### config.mk
export PLATFORM = sky130hd
export DESIGN_NAME = fnd_display_ctrl_flat
export DESIGN_NICKNAME = d
export VERILOG_FILES = /design/src/rtl/fnd_pkg.sv /design/src/rtl/fnd_display_ctrl_if.sv /design/src/rtl/fnd_display_ctrl_bin2bcd_seq.sv /design/src/rtl/fnd_display_ctrl.sv /design/src/flat_wrapper.sv
export SDC_FILE = /design/constraint.sdc
export NUM_CORES = 1
export LEC_CHECK = 0
export BUFFER_PORTS_ARGS = -buffer_cell sky130_fd_sc_hd__buf_2
export CAP_MARGIN = 40
export CORE_ASPECT_RATIO = 1.1
export CORE_UTILIZATION = 55
export CTS_CLUSTER_DIAMETER = 150
export DETAILED_ROUTE_END_ITERATION = 10
export GPL_TIMING_DRIVEN = 1
export HOLD_SLACK_MARGIN = 0.12
export PLACE_DENSITY = 0.76
export SYNTH_ARGS = -nofsm -noshare
export SYNTH_HDL_FRONTEND = slang
export SYNTH_SLANG_ARGS = --single-unit
### constraint.sdc
create_clock -name clk -period 2.42 [get_ports clk]
set_clock_uncertainty 0.2 [all_clocks]
set_input_delay 0.484 -clock clk [delete_from_list [all_inputs] [get_ports clk]]
set_output_delay 0.484 -clock clk [all_outputs]
set_load 0.01 [all_outputs]
### src/rtl/fnd_pkg.sv
// Shared types and constants for the FND display controller: mode codes,
// FSM states, display kinds and active-low 7-segment codes.
package fnd_pkg;

   typedef enum logic [1:0] {
      MODE_WATCH     = 2'b00,
      MODE_STOPWATCH = 2'b01,
      MODE_DIST      = 2'b10,
      MODE_DHT       = 2'b11
   } mode_e;

   typedef enum logic [1:0] {
      ST_IDLE,
      ST_CONV,
      ST_LOAD
   } state_e;

   // KIND_NONE is the post-reset buffer: plain digits, no dp, no blanking.
   typedef enum logic [1:0] {
      KIND_NONE,
      KIND_TIME,
      KIND_DIST,
      KIND_DHT
   } disp_kind_e;

   localparam logic [7:0] SEG_0     = 8'hC0;
   localparam logic [7:0] SEG_1     = 8'hF9;
   localparam logic [7:0] SEG_2     = 8'hA4;
   localparam logic [7:0] SEG_3     = 8'hB0;
   localparam logic [7:0] SEG_4     = 8'h99;
   localparam logic [7:0] SEG_5     = 8'h92;
   localparam logic [7:0] SEG_6     = 8'h82;
   localparam logic [7:0] SEG_7     = 8'hF8;
   localparam logic [7:0] SEG_8     = 8'h80;
   localparam logic [7:0] SEG_9     = 8'h90;
   localparam logic [7:0] SEG_DASH  = 8'hBF;
   localparam logic [7:0] SEG_BLANK = 8'hFF;

   function automatic logic [7:0] seg_of(input logic [3:0] d);
      case (d)
         4'd0:    return SEG_0;
         4'd1:    return SEG_1;
         4'd2:    return SEG_2;
         4'd3:    return SEG_3;
         4'd4:    return SEG_4;
         4'd5:    return SEG_5;
         4'd6:    return SEG_6;
         4'd7:    return SEG_7;
         4'd8:    return SEG_8;
         4'd9:    return SEG_9;
         default: return SEG_DASH;
      endcase
   endfunction

   // Two-digit BCD view of a converted byte; anything >= 100 shows 99.
   function automatic logic [7:0] sat99(input logic [15:0] bcd);
      return (bcd[15:8] != 8'h00) ? 8'h99 : bcd[7:0];
   endfunction

endpackage

### src/rtl/fnd_display_ctrl_if.sv
// Producer/display bus for the FND controller: mode-muxed word, strobe, page
// select in; busy and the multiplexed digit/segment drives out.
interface fnd_display_ctrl_if;
   logic [1:0]  sel;
   logic [23:0] fnd_bcd;
   logic        upd;
   logic        page;
   logic        busy;
   logic [3:0]  fnd_com;
   logic [7:0]  fnd_data;

   modport master (output sel, fnd_bcd, upd, page, input  busy, fnd_com, fnd_data);
   modport slave  (input  sel, fnd_bcd, upd, page, output busy, fnd_com, fnd_data);
endinterface

### src/rtl/fnd_display_ctrl_bin2bcd_seq.sv
// Sequential 10-bit binary to 4-digit BCD converter (shift-add-3). The start
// edge performs the first shift, so ten edges in total produce the result.
module bin2bcd_seq (
   input  logic        clk,
   input  logic        rst_n,
   input  logic        i_start,
   input  logic [9:0]  i_bin,
   output logic        o_done,
   output logic [15:0] o_bcd
);

   logic [15:0] r_bcd;
   logic [9:0]  r_bin;
   logic [3:0]  r_cnt;
   logic [15:0] w_adj;

   // NOTE: w_adj takes a full default before the per-digit overrides, so no latch is inferred.
   always_comb begin
      w_adj = r_bcd;
      for (int k = 0; k < 4; k++) begin
         if (r_bcd[4*k +: 4] >= 4'd5) w_adj[4*k +: 4] = r_bcd[4*k +: 4] + 4'd3;
      end
   end

   // NOTE: sequential state uses non-blocking assignments so every register sees pre-edge values.
   always_ff @(posedge clk or negedge rst_n) begin
      if (!rst_n) begin
         r_bcd <= '0;
         r_bin <= '0;
         r_cnt <= '0;
      end else if (i_start) begin
         r_bcd <= {15'd0, i_bin[9]};
         r_bin <= {i_bin[8:0], 1'b0};
         r_cnt <= 4'd9;
      end else if (r_cnt != 4'd0) begin
         r_bcd <= {w_adj[14:0], r_bin[9]};
         r_bin <= {r_bin[8:0], 1'b0};
         r_cnt <= r_cnt - 4'd1;
      end
   end

   // High during the cycle whose closing edge performs the final shift.
   assign o_done = (r_cnt == 4'd1);
   assign o_bcd  = r_bcd;

endmodule

### src/rtl/fnd_display_ctrl.sv
// FND display controller: captures the mode-muxed word, converts binary modes
// to BCD and scans four common-anode digits. Option macro: LEADING_ZERO_BLANK_EN.
module fnd_display_ctrl
   import fnd_pkg::*;
#(
   parameter int SCAN_DIV     = 100_000,
   parameter int DP_BLINK_DIV = 50_000_000
) (
   input  logic              clk,
   input  logic              rst_n,
   fnd_display_ctrl_if.slave bus
);

   localparam int SCAN_W  = $clog2(SCAN_DIV);
   localparam int BLINK_W = $clog2(DP_BLINK_DIV);

   state_e           r_state;
   mode_e            r_mode;
   logic [23:0]      r_word;
   logic             r_busy;
   logic             r_start;
   logic             r_phase_t;
   logic [7:0]       r_rh;
   logic [23:0]      r_buf;
   disp_kind_e       r_kind;
   logic [SCAN_W-1:0]  r_scan_cnt;
   logic [1:0]         r_idx;
   logic [BLINK_W-1:0] r_blink_cnt;
   logic             r_blink;
   logic [3:0]       r_com;
   logic [7:0]       r_data;

   logic             w_conv_done;
   logic [15:0]      w_conv_bcd;
   logic [9:0]       w_conv_bin;
   logic [2:0]       w_pos;
   logic [3:0]       w_nib;
   logic [7:0]       w_seg;

   assign w_conv_bin = (r_mode == MODE_DIST) ? r_word[9:0]
                     : {2'b00, (r_phase_t ? r_word[7:0] : r_word[15:8])};

   bin2bcd_seq u_bin2bcd (
      .clk     (clk),
      .rst_n   (rst_n),
      .i_start (r_start),
      .i_bin   (w_conv_bin),
      .o_done  (w_conv_done),
      .o_bcd   (w_conv_bcd)
   );

   // NOTE: the display buffer is reset too, so a job aborted by reset leaves 0000, never a partial result.
   always_ff @(posedge clk or negedge rst_n) begin
      if (!rst_n) begin
         r_state   <= ST_IDLE;
         r_mode    <= MODE_WATCH;
         r_word    <= '0;
         r_busy    <= 1'b0;
         r_start   <= 1'b0;
         r_phase_t <= 1'b0;
         r_rh      <= '0;
         r_buf     <= '0;
         r_kind    <= KIND_NONE;
      end else begin
         r_start <= 1'b0;
         case (r_state)
            ST_IDLE: begin
               if (bus.upd) begin
                  r_mode    <= mode_e'(bus.sel);
                  r_word    <= bus.fnd_bcd;
                  r_busy    <= 1'b1;
                  r_phase_t <= 1'b0;
                  if (bus.sel[1]) begin
                     r_start <= 1'b1;
                     r_state <= ST_CONV;
                  end else begin
                     r_state <= ST_LOAD;
                  end
               end
            end
            ST_CONV: begin
               // The t conversion starts on the edge that still sees the rh result.
               if (r_start && r_phase_t) r_rh <= sat99(w_conv_bcd);
               if (w_conv_done) begin
                  if (r_mode == MODE_DHT && !r_phase_t) begin
                     r_phase_t <= 1'b1;
                     r_start   <= 1'b1;
                  end else begin
                     r_state <= ST_LOAD;
                  end
               end
            end
            ST_LOAD: begin
               r_busy  <= 1'b0;
               r_state <= ST_IDLE;
               case (r_mode)
                  MODE_DIST: begin
                     r_buf  <= {8'h00, w_conv_bcd};
                     r_kind <= KIND_DIST;
                  end
                  MODE_DHT: begin
                     r_buf  <= {8'h00, r_rh, sat99(w_conv_bcd)};
                     r_kind <= KIND_DHT;
                  end
                  default: begin
                     r_buf  <= r_word;
                     r_kind <= KIND_TIME;
                  end
               endcase
            end
            default: r_state <= ST_IDLE;
         endcase
      end
   end

   always_comb begin
      w_pos = {1'b0, r_idx};
      if (r_kind == KIND_TIME && bus.page) w_pos = w_pos + 3'd2;
      w_nib = r_buf[{w_pos, 2'b00} +: 4];
      w_seg = seg_of(w_nib);
`ifdef LEADING_ZERO_BLANK_EN
      if (r_kind == KIND_DIST) begin
         case (r_idx)
            2'd3:    if (r_buf[15:12] == 4'd0) w_seg = SEG_BLANK;
            2'd2:    if (r_buf[15:8]  == 8'd0) w_seg = SEG_BLANK;
            2'd1:    if (r_buf[15:4]  == 12'd0) w_seg = SEG_BLANK;
            default: ;
         endcase
      end
`endif
      if (r_idx == 2'd2 && ((r_kind == KIND_TIME && r_blink) || r_kind == KIND_DHT))
         w_seg[7] = 1'b0;
   end

   // Digit enable and segments come from the same r_idx on the same edge: no ghosting.
   always_ff @(posedge clk or negedge rst_n) begin
      if (!rst_n) begin
         r_scan_cnt  <= '0;
         r_idx       <= 2'd0;
         r_blink_cnt <= '0;
         r_blink     <= 1'b1;
         r_com       <= 4'b1110;
         r_data      <= SEG_0;
      end else begin
         if (r_scan_cnt == SCAN_W'(SCAN_DIV - 1)) begin
            r_scan_cnt <= '0;
            r_idx      <= r_idx + 2'd1;
         end else begin
            r_scan_cnt <= r_scan_cnt + 1'b1;
         end
         if (r_blink_cnt == BLINK_W'(DP_BLINK_DIV - 1)) begin
            r_blink_cnt <= '0;
            r_blink     <= ~r_blink;
         end else begin
            r_blink_cnt <= r_blink_cnt + 1'b1;
         end
         r_com  <= ~(4'b0001 << r_idx);
         r_data <= w_seg;
      end
   end

   assign bus.busy     = r_busy;
   assign bus.fnd_com  = r_com;
   assign bus.fnd_data = r_data;

endmodule

### src/flat_wrapper.sv
// flat-port wrapper written by rule: the top's interface ports become plain ports
module fnd_display_ctrl_flat import fnd_pkg::*;
#(
   parameter int SCAN_DIV     = 100_000,
   parameter int DP_BLINK_DIV = 50_000_000
)
  (clk, rst_n, bus_sel, bus_fnd_bcd, bus_upd, bus_page, bus_busy, bus_fnd_com, bus_fnd_data);
  fnd_display_ctrl_if bus_i ();
  input  logic clk;
  input  logic rst_n;
  input wire logic [$bits(bus_i.sel)-1:0] bus_sel;
  input wire logic [$bits(bus_i.fnd_bcd)-1:0] bus_fnd_bcd;
  input wire logic [$bits(bus_i.upd)-1:0] bus_upd;
  input wire logic [$bits(bus_i.page)-1:0] bus_page;
  output wire logic [$bits(bus_i.busy)-1:0] bus_busy;
  output wire logic [$bits(bus_i.fnd_com)-1:0] bus_fnd_com;
  output wire logic [$bits(bus_i.fnd_data)-1:0] bus_fnd_data;
  assign bus_i.sel = bus_sel;
  assign bus_i.fnd_bcd = bus_fnd_bcd;
  assign bus_i.upd = bus_upd;
  assign bus_i.page = bus_page;
  assign bus_busy = bus_i.busy;
  assign bus_fnd_com = bus_i.fnd_com;
  assign bus_fnd_data = bus_i.fnd_data;
  fnd_display_ctrl #(.SCAN_DIV(SCAN_DIV), .DP_BLINK_DIV(DP_BLINK_DIV)) u_core (.clk(clk), .rst_n(rst_n), .bus(bus_i));
endmodule
# Word level (Yosys, flattened, before mapping)
# Memory sizes are Yosys's and may differ from the RTL's. A register that Yosys moved wholly into a read port is not among the register bits.
# Cells that the tools add are included.
dict set report op_classes {
  n_addsub 9
  order_cmp 4
  n_eq_ne 14
  shift 2
  mux 35
  bitwise 2
  reduce_logical 19
}
# operator count
set op_table {}
lappend op_table {{24-bit case mux with 2 select lines} 1}
lappend op_table {{16-bit 2-to-1 mux} 2}
lappend op_table {{10-bit 2-to-1 mux} 3}
lappend op_table {{26-bit by 1-bit adder with 26-bit output, second input constant} 1}
lappend op_table {{26-bit equality test, second input constant} 1}
lappend op_table {{26-bit 2-to-1 mux} 1}
lappend op_table {{24-bit by 6-bit variable part select with 4-bit output} 1}
lappend op_table {{4-bit 2-to-1 mux} 5}
lappend op_table {{17-bit by 1-bit adder with 17-bit output, second input constant} 1}
lappend op_table {{17-bit equality test, second input constant} 1}
lappend op_table {{17-bit 2-to-1 mux} 1}
lappend op_table {{4-bit by 3-bit greater-or-equal comparator with 1-bit output, second input constant} 4}
lappend op_table {{8-bit 2-to-1 mux} 2}
lappend op_table {{4-bit by 2-bit adder with 4-bit output, second input constant} 3}
lappend op_table {{2-bit equality test, second input constant} 5}
lappend op_table {{1-bit 2-to-1 mux} 9}
lappend op_table {{2-bit 2-to-1 mux} 4}
lappend op_table {{2-bit case mux with 2 select lines} 2}
lappend op_table {{8-bit nonzero test} 1}
lappend op_table {{3-bit 2-to-1 mux} 2}
lappend op_table {{2-bit != test, second input constant} 3}
lappend op_table {{1-bit case mux with 2 select lines} 3}
lappend op_table {{2-bit AND reduction} 3}
lappend op_table {{2-bit nonzero test} 3}
lappend op_table {{other kinds (17)} 23}
dict set report word_totals {
  reg_bits 153
  mem_bits_ro 112
  output_inout_bits 13
  elab_cells 104
  mem_count 1
}
# memory depth width rd rd_clocked_by_memory_dff write_ports line_no
set memory_table {}
lappend memory_table {{(no name shown)} 16 7 1 1 0 fnd_pkg.sv:40} ;# case (d)

# Longest topological paths before layout
dict set report depth {
  depth_word 5
  mapped_depth 10
  mapped_depth_nobuf 10
}

# By module
# Synthesis repeated with hierarchy kept, for this count alone.
dict set report hier_totals {
  hier_cells 714
  area_unflattened_um2 7474.7
}
# module instances cells_per_inst area_per_inst_um2 seq_area_each_um2
set by_module_without_submodules {}
lappend by_module_without_submodules {fnd_display_ctrl 1 527 5734.2 3085.5}
lappend by_module_without_submodules {bin2bcd_seq 1 187 1740.4 725.7}

# Worst setup path after synthesis
# No wires, ideal clock.
dict set report synth_timing {
  path_type {input to register}
  startpoint {in bus_page}
  endpoint {reg u_core.r_data[5] (netlist: u_core.bus.fnd_data[5])}
  setup_time_ps 126
  t_arrival_ps 2131
  required_time_ps 2094
  setup_slack_ps -37
  path_stages 9
  n_path_buf 0
  cell_sequence {nand2_1 > nor2_1 > ha_1 > nand2b_1 > nor2_1 > nor3_1 > inv_1 > ha_1 > o32a_1}
}
dict set report synth_via {
  elab_chain_cells 3
}
# element line_no
set synth_lines {}
lappend synth_lines {{from (decl)} flat_wrapper.sv:14} ;# input wire logic [$bits(bus_i.page)-1:0] bus_page;
lappend synth_lines {{1-bit logical AND} fnd_display_ctrl.sv:118} ;# if (r_kind == KIND_TIME && bus.page) w_pos = w_pos + 3'd2;
lappend synth_lines {{3-bit 2-to-1 mux} fnd_display_ctrl.sv:118}
lappend synth_lines {{24-bit by 6-bit variable part select with 4-bit output} fnd_display_ctrl.sv:119} ;# w_nib = r_buf[{w_pos, 2'b00} +: 4];
lappend synth_lines {{to (decl)} fnd_display_ctrl.sv:31} ;# logic [7:0] r_data;
# Every way passes these cells.
# A chain may end at the register's enable or synchronous reset.

# Worst setup path after layout
dict set report layout_timing {
  startpoint {reg u_core.r_scan_cnt[13]}
  endpoint {reg u_core.r_idx[1]}
}
dict set report layout_via {
  elab_chain_cells 1
}
# element line_no
set layout_lines {}
lappend layout_lines {{from (decl)} fnd_display_ctrl.sv:26} ;# logic [SCAN_W-1:0] r_scan_cnt;
lappend layout_lines {{from (signal assigned)} fnd_display_ctrl.sv:149} ;# r_scan_cnt <= r_scan_cnt + 1'b1;
lappend layout_lines {{17-bit equality test} fnd_display_ctrl.sv:145} ;# if (r_scan_cnt == SCAN_W'(SCAN_DIV - 1)) begin
lappend layout_lines {{to (signal assigned)} fnd_display_ctrl.sv:147} ;# r_idx <= r_idx + 2'd1;
lappend layout_lines {{to (decl)} fnd_display_ctrl.sv:27} ;# logic [1:0] r_idx;
# Every way passes these cells.

==> impl_metrics.json <==
{
  "status": "finished with violations",
  "violations": "design-rule violations",
  "min_path_type": "input port to flop",
  "grt_setup_unrepaired": "yes",
  "synth_top_cell_area_share_pct": 50.74,
  "synth-main-ff-cell": "dfrtp_1",
  "drv_slew": 0,
  "grt_first_pass_wirelength_mm": 26.80,
  "layout_common_cells": "146 x dfrtp_1, 84 x nand2_1, 60 x nor2_1, 48 x o21ai_0, 41 x buf_2",
  "fin_crit_sh_pct": 99.61,
  "syn_to_final_growth_pct": 20.33,
  "fmax_mhz": 414.9,
  "die_h_microns": 122.0,
  "vias": 5500,
  "initial_core_util_pct": 56.71,
  "io_pins": 43,
  "final_common_cell": "dfrtp_1",
  "cts_tree": "yes",
  "clock-sinks": 152,
  "r2r_setup_slack_ps": 10,
  "cts_max_path_buffers": 2,
  "yosysUniqueCellTypes": 46,
  "synth_top_family_by_area": "simple AND/OR/NAND/NOR gates",
  "p_leak_nw": 4.026,
  "synth_top_area_cell": "dfrtp_1",
  "stdcell_area_sq_mm": 0.008665,
  "via_per_inst": 5.705,
  "drc": 8,
  "setup_tns_ps": 0,
  "period_minus_slack_ps": 2410,
  "worst_skew_pair.late_latency_ps": 430,
  "fin_ws_ps": 9.501,
  "syn_nets": 755,
  "overflow": 0,
  "cp-start-kind": "flop",
  "antenna_found_initial": 0,
  "dpl.hpwl_mm": 10.60,
  "synth_xor_area_share_pct": 5.230,
  "synth_fa_ha_area_share_pct": 3.823,
  "place_congestion": 0.8462,
  "htreeDepth": 4,
  "drt.antenna.violating_nets": 0,
  "grt_max_degree": 54,
  "end_kind": "flop",
  "ys_warn_count": 0,
  "ys_async_sr_fraction_pct": 100.0,
  "drv_cap": 0,
  "grt.total_usage_pct": 25.09,
  "post-route-util_pct": 68.24,
  "synth_area_sq_mm": 0.007201,
  "row_count": 43,
  "crit_type": "flop to flop",
  "worst_pin_slew_ps": 473.2,
  "antenna_cells": 0,
  "drt_first_iter_violations": 425,
  "required_ps": 2530,
  "coreArea_sq_mm": 0.01270,
  "max_slew_margin_pct": 68.37,
  "setup_viol": 0,
  "ys_ff_latch": 152,
  "clock-root-buffer": "clkbuf_16",
  "synth_edf_count": 0,
  "place_area_sq_mm": 0.007802,
  "place_ws_ps": -145.2,
  "hold_ws_ps": 191.6,
  "synth-compound-area-share_pct": 9.366,
  "crit_arrival_ps": 2520,
  "drt-wirelength-per-cell_microns": 16.12,
  "yosysSeqAreaShare_pct": 52.93,
  "drive_gt1_share_pct": 18.34,
  "dieArea_sq_mm": 0.01355,
  "synth_mux_area_share_pct": 8.966,
  "hold_viol": 0,
  "peakVddDrop_uv": 754.6,
  "synthSimpleGateAreaFrac_pct": 16.75,
  "synth_cells": 703,
  "avgSynthCellArea_sq_um": 10.24,
  "powerDensity_mw_per_mm2": 1140,
  "dr.pass1.iters": 9,
  "clkTransAtPathRegs_ps": 60,
  "fin_nets": 848,
  "drt-total-wl_mm": 15.54,
  "synth_area_leaders": "dfrtp_1 51%, mux2i_1 4.6%, nand2_1 4.4%",
  "portBuffers": 42,
  "cts_buffers": 17,
  "die_w_microns": 111.1,
  "grt_pass1_vias": 5612,
  "crit_fanout": 2
}
## per-stage QoR
stage | std cells | total power (W)
2_1_floorplan | 703 | 0.006165
3_3_place_gp | 906 | 0.007033
3_5_place_dp | 907 | 0.007270
4_1_cts | 964 | 0.009860
5_1_grt | 964 | 0.01050
6_report | 964 | 0.009875
## state kept, by name (all words and copies together), names as in the netlist
signal	cells
u_core.r_rh	8
u_core.r_blink_cnt	26
u_core.u_bin2bcd.r_bin	9
u_core.bus.fnd_com	4
u_core.r_mode	2
u_core.u_bin2bcd.r_cnt	4
u_core.r_start	1
u_core.bus.busy	1
u_core.r_buf	24
u_core.u_bin2bcd.o_bcd	16
u_core.r_phase_t	1
u_core.r_idx	2
u_core.r_kind	2
u_core.r_state	2
u_core.r_scan_cnt	17
u_core.bus.fnd_data	8
u_core.r_word	24
u_core.r_blink	1
## what timing repair did
action / in CTS / in global routing
gates resized for setup: 1 / 5
setup buffers: 0 / 0
hold buffers: 27 / 0
endpoints found under the hold margin: 65 / 0
endpoints found under the setup margin: 1 / 8
## area by class of cell
cell class	count	area (sq um)
Inverter	25	93.84
Multi-Input combinational cell	497	3216
Timing Repair Buffer	103	779.5
Tap cell	157	196.4
Sequential cell	152	3811
Fill cell	935	4033
Clock buffer	24	501.7
Clock inverter	6	66.31
## cells by family after synthesis
kind of cell             Yosys count
AND/OR/NAND/NOR                  254
flip-flops                       152
AO/OA/AOI/OAI                    117
multiplexers                      61
buffers and inverters             54
XOR/XNOR                          43
adder cells (fa/ha/maj)           22
## where the power goes
| part | total, W | internal (W) | switching (W) | leakage [nW] |
|---|---|---|---|---|
| registers | 0.00403 | 0.00334 | 0.000685 | 1.93 |
| clock network | 0.00254 | 0.00154 | 0.00100 | 0.270 |
| logic | 0.00331 | 0.00154 | 0.00177 | 1.83 |
| total | 0.00988 | 0.00641 | 0.00346 | 4.03 |
## per-layer routing
metal  vias to the layer above  GRT usage [%]  wire length [microns]  share of wire, %
met4                         0          9.459                    270               1.7
met5                         -              0                      0                 0
met1                      2705          31.54                   6760                43
met2                       144          42.37                   7803                50
li1                       2626              -                      -                 -
met3                        25          6.169                    706               4.5
## Yosys cell counts (2+ instances only)
library cell,n
buf_1,2
and3_1,15
o31ai_1,3
dfstp_2,6
nor3_1,12
mux2i_1,33
clkbuf_1,25
nand3_1,29
nor2b_1,4
nor4b_1,2
nor2_1,62
or3_1,4
nor4_1,4
ha_1,22
o22ai_1,4
a211oi_1,14
mux2_2,27
a22oi_1,4
and4_1,2
xor2_1,21
inv_1,25
o211ai_1,2
nor3b_1,4
nand2_1,84
xnor2_1,22
a31oi_1,2
a21o_1,2
nand2b_1,10
o21ai_0,48
nand3b_1,2
dfrtp_1,146
or4b_1,2
a21oi_1,33
nand4_1,14
## worst max-delay path, stage by stage (launching register included)
cell,delay [ps]
dfrtp_1,380
or4b_1,500
or4b_1,500
nor4_1,170
and3_2,240
mux2_4,300
## path summary, 6_finish.rpt
check	from	end	cells past startpoint
worst max-delay path	u_core.r_scan_cnt[13]	u_core.r_idx[1]	5
worst min-delay path	bus_upd	u_core.r_state[0]	3
worst max register to register	u_core.r_scan_cnt[13]	u_core.r_idx[1]	5
worst min register to register	u_core.r_rh[7]	u_core.r_rh[7]	2
max in group asynchronous	rst_n	u_core.u_bin2bcd.o_bcd[4]	3
min in group asynchronous	rst_n	u_core.bus.fnd_data[2]	2
Power figures use the tool's default switching activity.
